==> config.mk <==
export PLATFORM = sky130hd
export DESIGN_NAME = pipeline_run_ctrl_flat
export DESIGN_NICKNAME = d
export VERILOG_FILES = /design/src/rtl/pipeline_run_pkg.sv /design/src/rtl/pipeline_run_ctrl_if.sv /design/src/rtl/sat_counter.sv /design/src/rtl/pipeline_run_ctrl.sv /design/src/flat_wrapper.sv
export SDC_FILE = /design/constraint.sdc
export NUM_CORES = 1
export LEC_CHECK = 0
export ABC_AREA = 1
export CELL_PAD_IN_SITES_DETAIL_PLACEMENT = 2
export CELL_PAD_IN_SITES_GLOBAL_PLACEMENT = 2
export CORE_MARGIN = 1
export CORE_UTILIZATION = 33
export DETAILED_ROUTE_END_ITERATION = 8
export PLACE_DENSITY_LB_ADDON = 0.1
export SLEW_MARGIN = 20
export SYNTH_ARGS = -nofsm -noshare
export SYNTH_HDL_FRONTEND = slang
export SYNTH_HIERARCHICAL = 1
export SYNTH_SLANG_ARGS = --single-unit
==> constraint.sdc <==
create_clock -name CLK -period 4.8 [get_ports CLK]
set_input_delay 0.48 -clock CLK [delete_from_list [all_inputs] [get_ports CLK]]
set_output_delay 0.48 -clock CLK [all_outputs]
set_load 0.01 [all_outputs]
==> src/rtl/pipeline_run_pkg.sv <==
// Shared types for the pipeline run controller: FSM state encoding, default
// counter width and a width-generic saturating increment.
package pipeline_run_pkg;

    localparam int DEF_CNT_W = 32;

    typedef enum logic [2:0] {
        ST_IDLE    = 3'd0,
        ST_RSTHOLD = 3'd1,
        ST_RUN     = 3'd2,
        ST_DRAIN   = 3'd3,
        ST_DONE    = 3'd4
    } state_t;

    // Operates on a 64-bit carrier so any counter width up to 64 can share it.
    function automatic logic [63:0] sat_inc(input logic [63:0] val, input int unsigned width);
        logic [63:0] max_val;
        max_val = (width >= 64) ? '1 : ((64'd1 << width) - 64'd1);
        return (val >= max_val) ? val : val + 64'd1;
    endfunction

endpackage

==> src/rtl/pipeline_run_ctrl_if.sv <==
// Control/status bundle between the run controller and its host.
// The stall_cnt member exists only when PIPE_RUN_STALL_CNT_EN is defined.
interface pipeline_run_ctrl_if
    import pipeline_run_pkg::*;
#(
    parameter int CNT_W = DEF_CNT_W
);
    logic             start;
    logic             halt_seen;
    logic             retire_valid;
    logic             stall;
    logic             pipe_rst;
    logic             running;
    logic             done;
    logic             timeout;
    logic [CNT_W-1:0] cycle_cnt;
    logic [CNT_W-1:0] retire_cnt;
`ifdef PIPE_RUN_STALL_CNT_EN
    logic [CNT_W-1:0] stall_cnt;

    modport master (
        output start, halt_seen, retire_valid, stall,
        input  pipe_rst, running, done, timeout, cycle_cnt, retire_cnt, stall_cnt
    );
    modport slave (
        input  start, halt_seen, retire_valid, stall,
        output pipe_rst, running, done, timeout, cycle_cnt, retire_cnt, stall_cnt
    );
`else
    modport master (
        output start, halt_seen, retire_valid, stall,
        input  pipe_rst, running, done, timeout, cycle_cnt, retire_cnt
    );
    modport slave (
        input  start, halt_seen, retire_valid, stall,
        output pipe_rst, running, done, timeout, cycle_cnt, retire_cnt
    );
`endif

endinterface

==> src/rtl/sat_counter.sv <==
// Statistic counter with synchronous clear (priority over enable) that
// sticks at all-ones instead of wrapping.
module sat_counter
    import pipeline_run_pkg::*;
#(
    parameter int W = DEF_CNT_W
) (
    input  logic         CLK,
    input  logic         RST,
    input  logic         clr,
    input  logic         en,
    output logic [W-1:0] cnt
);

    logic [W-1:0] cnt_q;
    logic [W-1:0] cnt_d;

    always_comb begin
        cnt_d = cnt_q;
        if (clr) begin
            cnt_d = '0;
        end else if (en) begin
            cnt_d = W'(sat_inc(64'(cnt_q), W));
        end
    end

    always_ff @(posedge CLK or negedge RST) begin
        if (!RST) begin
            cnt_q <= '0;
        end else begin
            cnt_q <= cnt_d;
        end
    end

    assign cnt = cnt_q;

endmodule

==> src/rtl/pipeline_run_ctrl.sv <==
// Run controller for the 5-stage pipeline: reset hold, run, drain after halt,
// cycle-budget timeout. Define PIPE_RUN_STALL_CNT_EN to add the stall counter.
module pipeline_run_ctrl
    import pipeline_run_pkg::*;
#(
    parameter int CNT_W      = DEF_CNT_W,
    parameter int MAX_CYCLES = 20,
    parameter int RST_HOLD   = 2,
    parameter int NUM_STAGES = 5
) (
    input logic                CLK,
    input logic                RST,
    pipeline_run_ctrl_if.slave bus
);

    // The budget counter is separate from cycle_cnt so timeout still fires
    // when the statistic counter has saturated at a narrow CNT_W.
    localparam int BUD_W  = $clog2(MAX_CYCLES + 1);
    localparam int HOLD_W = $clog2(RST_HOLD + 1);
    localparam int DRN_W  = $clog2(NUM_STAGES + 1);

    state_t            state_q, state_d;
    logic [BUD_W-1:0]  budget_q, budget_d;
    logic [HOLD_W-1:0] hold_q, hold_d;
    logic [DRN_W-1:0]  drain_q, drain_d;
    logic              pipe_rst_q, pipe_rst_d;
    logic              running_q, running_d;
    logic              done_q, done_d;
    logic              timeout_q, timeout_d;
    logic              active;
    logic              launch;
    logic [CNT_W-1:0]  cycle_cnt_w;
    logic [CNT_W-1:0]  retire_cnt_w;

    always_comb begin
        state_d   = state_q;
        budget_d  = budget_q;
        hold_d    = hold_q;
        drain_d   = drain_q;
        timeout_d = timeout_q;
        launch    = 1'b0;
        active    = (state_q == ST_RUN) || (state_q == ST_DRAIN);

        if (active) begin
            budget_d = budget_q + 1'b1;
        end

        unique case (state_q)
            ST_IDLE, ST_DONE: begin
                if (bus.start) begin
                    launch    = 1'b1;
                    state_d   = ST_RSTHOLD;
                    hold_d    = '0;
                    budget_d  = '0;
                    timeout_d = 1'b0;
                end
            end
            ST_RSTHOLD: begin
                if (hold_q == HOLD_W'(RST_HOLD - 1)) begin
                    state_d = ST_RUN;
                end else begin
                    hold_d = hold_q + 1'b1;
                end
            end
            ST_RUN: begin
                if (bus.halt_seen) begin
                    state_d = ST_DRAIN;
                    drain_d = DRN_W'(NUM_STAGES);
                end
            end
            ST_DRAIN: begin
                if (drain_q == DRN_W'(1)) begin
                    state_d = ST_DONE;
                end else begin
                    drain_d = drain_q - 1'b1;
                end
            end
            default: state_d = ST_IDLE;
        endcase

        // Budget exhaustion overrides halt entry and drain completion.
        if (active && (budget_q == BUD_W'(MAX_CYCLES - 1))) begin
            state_d   = ST_DONE;
            timeout_d = 1'b1;
        end

        running_d  = (state_d == ST_RUN) || (state_d == ST_DRAIN);
        done_d     = (state_d == ST_DONE);
        pipe_rst_d = !running_d;
    end

    always_ff @(posedge CLK or negedge RST) begin
        if (!RST) begin
            state_q    <= ST_IDLE;
            budget_q   <= '0;
            hold_q     <= '0;
            drain_q    <= '0;
            pipe_rst_q <= 1'b1;
            running_q  <= 1'b0;
            done_q     <= 1'b0;
            timeout_q  <= 1'b0;
        end else begin
            state_q    <= state_d;
            budget_q   <= budget_d;
            hold_q     <= hold_d;
            drain_q    <= drain_d;
            pipe_rst_q <= pipe_rst_d;
            running_q  <= running_d;
            done_q     <= done_d;
            timeout_q  <= timeout_d;
        end
    end

    sat_counter #(.W(CNT_W)) u_cycle_cnt (
        .CLK (CLK),
        .RST (RST),
        .clr (launch),
        .en  (active),
        .cnt (cycle_cnt_w)
    );

    sat_counter #(.W(CNT_W)) u_retire_cnt (
        .CLK (CLK),
        .RST (RST),
        .clr (launch),
        .en  (active && bus.retire_valid),
        .cnt (retire_cnt_w)
    );

`ifdef PIPE_RUN_STALL_CNT_EN
    logic [CNT_W-1:0] stall_cnt_w;

    sat_counter #(.W(CNT_W)) u_stall_cnt (
        .CLK (CLK),
        .RST (RST),
        .clr (launch),
        .en  (active && bus.stall),
        .cnt (stall_cnt_w)
    );

    assign bus.stall_cnt = stall_cnt_w;
`else
    logic unused_stall;
    assign unused_stall = bus.stall;
`endif

    assign bus.pipe_rst   = pipe_rst_q;
    assign bus.running    = running_q;
    assign bus.done       = done_q;
    assign bus.timeout    = timeout_q;
    assign bus.cycle_cnt  = cycle_cnt_w;
    assign bus.retire_cnt = retire_cnt_w;

endmodule

==> src/flat_wrapper.sv <==
// flat-port wrapper written by rule: the top's interface ports become plain ports
module pipeline_run_ctrl_flat import pipeline_run_pkg::*;
#(
    parameter int CNT_W      = DEF_CNT_W,
    parameter int MAX_CYCLES = 20,
    parameter int RST_HOLD   = 2,
    parameter int NUM_STAGES = 5
)
  (CLK, RST, bus_start, bus_halt_seen, bus_retire_valid, bus_stall, bus_pipe_rst, bus_running, bus_done, bus_timeout, bus_cycle_cnt, bus_retire_cnt);
  pipeline_run_ctrl_if #(.CNT_W(CNT_W)) bus_i ();
  input logic CLK;
  input logic RST;
  input wire logic [$bits(bus_i.start)-1:0] bus_start;
  input wire logic [$bits(bus_i.halt_seen)-1:0] bus_halt_seen;
  input wire logic [$bits(bus_i.retire_valid)-1:0] bus_retire_valid;
  input wire logic [$bits(bus_i.stall)-1:0] bus_stall;
  output wire logic [$bits(bus_i.pipe_rst)-1:0] bus_pipe_rst;
  output wire logic [$bits(bus_i.running)-1:0] bus_running;
  output wire logic [$bits(bus_i.done)-1:0] bus_done;
  output wire logic [$bits(bus_i.timeout)-1:0] bus_timeout;
  output wire logic [$bits(bus_i.cycle_cnt)-1:0] bus_cycle_cnt;
  output wire logic [$bits(bus_i.retire_cnt)-1:0] bus_retire_cnt;
  assign bus_i.start = bus_start;
  assign bus_i.halt_seen = bus_halt_seen;
  assign bus_i.retire_valid = bus_retire_valid;
  assign bus_i.stall = bus_stall;
  assign bus_pipe_rst = bus_i.pipe_rst;
  assign bus_running = bus_i.running;
  assign bus_done = bus_i.done;
  assign bus_timeout = bus_i.timeout;
  assign bus_cycle_cnt = bus_i.cycle_cnt;
  assign bus_retire_cnt = bus_i.retire_cnt;
  pipeline_run_ctrl #(.CNT_W(CNT_W), .MAX_CYCLES(MAX_CYCLES), .RST_HOLD(RST_HOLD), .NUM_STAGES(NUM_STAGES)) u_core (.CLK(CLK), .RST(RST), .bus(bus_i));
endmodule
==> impl_metrics.prom <==
# TYPE chip_impl_metric gauge
chip_impl_metric{name="power.density_cell_area",unit="nW/µm²"} 398
chip_impl_metric{name="drv.max_cap_violation_count",unit=""} 0
chip_impl_metric{name="die_x",unit="µm"} 129
chip_impl_metric{name="timing_worst_slew_pin_value",unit="ns"} 0.815
chip_impl_metric{name="finalNetCount",unit=""} 860
chip_impl_info{name="worst_hold_path_type",value="input port to asynchronous set/reset pin"} 1
chip_impl_info{name="cp-start-kind",value="flip-flop"} 1
chip_impl_metric{name="areaGrowthSynthToFinish",unit="%"} 22.9
chip_impl_metric{name="routed-via-count",unit=""} 5443
chip_impl_metric{name="ctsHtreeMaxLevel",unit=""} 3
chip_impl_metric{name="cts.hold.buffers_added",unit=""} 0
chip_impl_metric{name="synth_sequential_area_ratio",unit="%"} 38.1
chip_impl_metric{name="ant_nets",unit=""} 0
chip_impl_metric{name="tritoncts.num_buffers",unit=""} 9
chip_impl_info{name="layout.cells.most_common",value="sky130_fd_sc_hd__nand2_1"} 1
chip_impl_metric{name="grt_max_degree",unit=""} 60
chip_impl_info{name="run_status",value="finished, final reports clean"} 1
chip_impl_metric{name="cts_post_setup_buffers_inserted",unit=""} 0
chip_impl_metric{name="number_of_antenna_violations_at_the_first_check_in_global_routing",unit=""} 0
chip_impl_metric{name="vias_per_cell",unit=""} 5.09
chip_impl_metric{name="synth.ff_latch_count",unit=""} 81
chip_impl_metric{name="rows",unit=""} 46
chip_impl_info{name="synth.largest_area_cell",value="sky130_fd_sc_hd__dfrtp_1"} 1
chip_impl_metric{name="worst_ir_drop_vdd",unit="mV"} 0.218
chip_impl_metric{name="fmax",unit="GHz"} 0.358
chip_impl_metric{name="fp.coreArea",unit="µm²"} 15800
chip_impl_metric{name="crit_arrival",unit="ns"} 3.00
chip_impl_metric{name="clock_insertion_delay_worst_skew",unit="ns"} 0.35
chip_impl_metric{name="finalClockSkew",unit="ns"} 0.00653
chip_impl_metric{name="yosys.area.top_type_share",unit="%"} 37.6
chip_impl_metric{name="grt_pass1_wl",unit="mm"} 31.0
chip_impl_metric{name="grt_pass1_vias",unit=""} 6131
chip_impl_metric{name="timing.final.max_slew_violations",unit=""} 0
chip_impl_metric{name="die_area",unit="µm²"} 16600
chip_impl_metric{name="period_needed",unit="ns"} 2.79
chip_impl_metric{name="finalWirelength",unit="mm"} 18.6
chip_impl_metric{name="synth_cells",unit=""} 778
chip_impl_info{name="clock-root-buffer",value="sky130_fd_sc_hd__clkbuf_16"} 1
chip_impl_metric{name="synthesis.area_per_instance",unit="µm²"} 6.84
chip_impl_metric{name="finalSetupViolations",unit=""} 0
chip_impl_metric{name="p_leak",unit="nW"} 2.79
chip_impl_metric{name="global_route_total_usage_across_every_layer",unit="%"} 23.9
chip_impl_metric{name="cts-resized-gates",unit=""} 0
chip_impl_metric{name="die_y",unit="µm"} 129
chip_impl_metric{name="total_of_buffers_placed_on_input_and_output_ports",unit=""} 72
chip_impl_metric{name="initial_cell_density_of_the_core",unit="%"} 33.6
chip_impl_metric{name="num_io_pins",unit=""} 74
chip_impl_metric{name="preCtsSetupSlack",unit="ns"} 1.66
chip_impl_metric{name="yosysUniqueCellTypes",unit=""} 32
chip_impl_metric{name="drtPass1Iterations",unit=""} 4
chip_impl_metric{name="hold-worst-slack",unit="ns"} 0.0447
chip_impl_metric{name="worst_path_required_time",unit="ns"} 5.01
chip_impl_info{name="timing_worst_setup_path_type",value="flip-flop to flip-flop"} 1
chip_impl_metric{name="ratio_of_final_minimum_period_to_clock_period",unit="%"} 58.2
chip_impl_info{name="final_cell_mix",value="sky130_fd_sc_hd__nand2_1, sky130_fd_sc_hd__nor2_1, sky130_fd_sc_hd__nand3_1"} 1
chip_impl_metric{name="grt.overflow.total",unit=""} 0
chip_impl_metric{name="synth_warnings",unit=""} 6
chip_impl_metric{name="final.setup.worst_slack",unit="ns"} 2.01
chip_impl_info{name="flip_flop_cell_with_the_highest_count_after_synthesis",value="sky130_fd_sc_hd__dfrtp_1"} 1
chip_impl_metric{name="clkSlewWorstSetupHoldPaths",unit="ns"} 0.07
chip_impl_metric{name="cp_max_fo",unit=""} 55
chip_impl_metric{name="cts_max_path_buffers",unit=""} 2
chip_impl_metric{name="timing.slew.headroom",unit="%"} 45.6
chip_impl_metric{name="hpwlAfterDp",unit="mm"} 13.4
chip_impl_metric{name="asyncSetResetFlopFracSynth",unit="%"} 100
chip_impl_metric{name="synth_fp_nets",unit=""} 790
chip_impl_info{name="tritoncts",value="built"} 1
chip_impl_metric{name="hold_viol_final",unit=""} 0
chip_impl_info{name="cp-end-kind",value="flip-flop"} 1
chip_impl_metric{name="post_synth_instance_area",unit="µm²"} 5330
chip_impl_info{name="post_synth_main_area_contributors",value="sky130_fd_sc_hd__dfrtp_1, sky130_fd_sc_hd__nand2_1, sky130_fd_sc_hd__nand3_1"} 1
chip_impl_metric{name="first_iter_violations",unit=""} 201
chip_impl_metric{name="drcViolationCount",unit=""} 0
chip_impl_metric{name="average_detailed_routed_wire_length_per_instance",unit="µm"} 17.4
chip_impl_metric{name="edff_count_synth",unit=""} 0
chip_impl_metric{name="antenna-diode-count",unit=""} 0
chip_impl_metric{name="clock-sinks",unit=""} 81
chip_impl_info{name="rsz0062_at_grt",value="no"} 1
chip_impl_metric{name="routabilityCongestion",unit=""} 0.818
chip_impl_metric{name="drive_above_1_share",unit="%"} 8.09
chip_impl_metric{name="fillerInstances",unit=""} 1884
chip_impl_metric{name="setup_tns",unit="ns"} 0
## synth_stat cells, drive strengths merged, types with 3 or more instances
cell type / instances
nor2: 121
clkbuf: 4
nand3: 96
ha: 6
or2: 4
o21bai: 12
nand3b: 3
buf: 12
xor2: 4
nand4: 3
o21ai: 56
a21oi: 9
inv: 73
dfrtp: 80
nand2: 282
xnor2: 6
## metal layers
| layer | vias up | share of wire, % | GRT usage, % |
|---|---|---|---|
| met1 | 2742 | 46 | 29.8 |
| met4 | 0 | 1.5 | 6.51 |
| li1 | 2615 | - | - |
| met3 | 17 | 1.6 | 3.43 |
| met2 | 69 | 50 | 42.8 |
| met5 | - | 0 | 0 |
## state kept, by name, indices dropped and copies added (netlist names)
signal / count
u_core/bus.timeout: 1
u_core/bus.pipe_rst: 1
u_core/u_cycle_cnt/cnt: 32
u_core/state_q: 3
u_core/bus.running: 1
u_core/hold_q: 2
u_core/u_retire_cnt/cnt: 32
u_core/bus.done: 1
u_core/drain_q: 3
u_core/budget_q: 5
## cells by family (layout without fill, tap and decap cells)
group	Yosys count	in the layout	share of synthesized area (%)
flip-flops	81	81	38.1
AO/OA/AOI/OAI	78	78	9.26
buffers and inverters	91	166	7.87
adder cells (fa/ha/maj)	6	6	1.41
XOR/XNOR	10	10	1.64
AND/OR/NAND/NOR	512	512	41.7
## power breakdown
group	internal, W	switching (W)	total (W)
registers	0.000795	0.000103	0.000898
clock network	0.000522	0.000298	0.000820
logic	0.000274	0.000615	0.000889
## worst paths after layout
kind	start	end	slack [ns]	cells after the start
min in group CLK	u_core/hold_q[0]	u_core/hold_q[0]	0.48	1
setup reg to reg	u_core/state_q[0]	u_core/u_cycle_cnt/cnt[26]	2.01	9
max in group asynchronous	RST	u_core/u_retire_cnt/cnt[9]	3.60	2
hold / removal	RST	u_core/u_cycle_cnt/cnt[25]	0.04	1
hold reg to reg	u_core/hold_q[0]	u_core/hold_q[0]	0.48	1
setup / recovery	u_core/state_q[0]	u_core/u_cycle_cnt/cnt[26]	2.01	9
## through the flow
step / util (%) / total power (W) / instances / cell area [µm²]
after floorplan: - / 0.00154 / 778 / 5330
after global placement: 39.2 / 0.00173 / 1053 / 6200
after detailed placement: 39.2 / 0.00180 / 1053 / 6200
after CTS: 41.3 / 0.00265 / 1069 / 6540
after global routing: 41.3 / 0.00278 / 1069 / 6540
final: 41.3 / 0.00261 / 1069 / 6540
## critical path, cell delays in order (launching register included)
cell and delay (ns):
sky130_fd_sc_hd__dfrtp_1 0.44, sky130_fd_sc_hd__nor2_1 0.20, sky130_fd_sc_hd__nand2_2 0.16, sky130_fd_sc_hd__inv_1 0.57
sky130_fd_sc_hd__clkinv_1 0.15, sky130_fd_sc_hd__buf_4 0.28, sky130_fd_sc_hd__nand4_4 0.14, sky130_fd_sc_hd__nand2_4 0.36
sky130_fd_sc_hd__nand2_1 0.25, sky130_fd_sc_hd__o21ai_2 0.07
## cell type report
type	count	area [µm²]	area share, %
Clock buffer	11	243	3.71
Clock inverter	5	103	1.57
Inverter	75	282	4.30
Multi-Input combinational cell	606	2880	44.0
Sequential cell	81	2030	31.0
Tap cell	216	270	4.13
Timing Repair Buffer	75	741	11.3
Power figures use the tool's default switching activity.
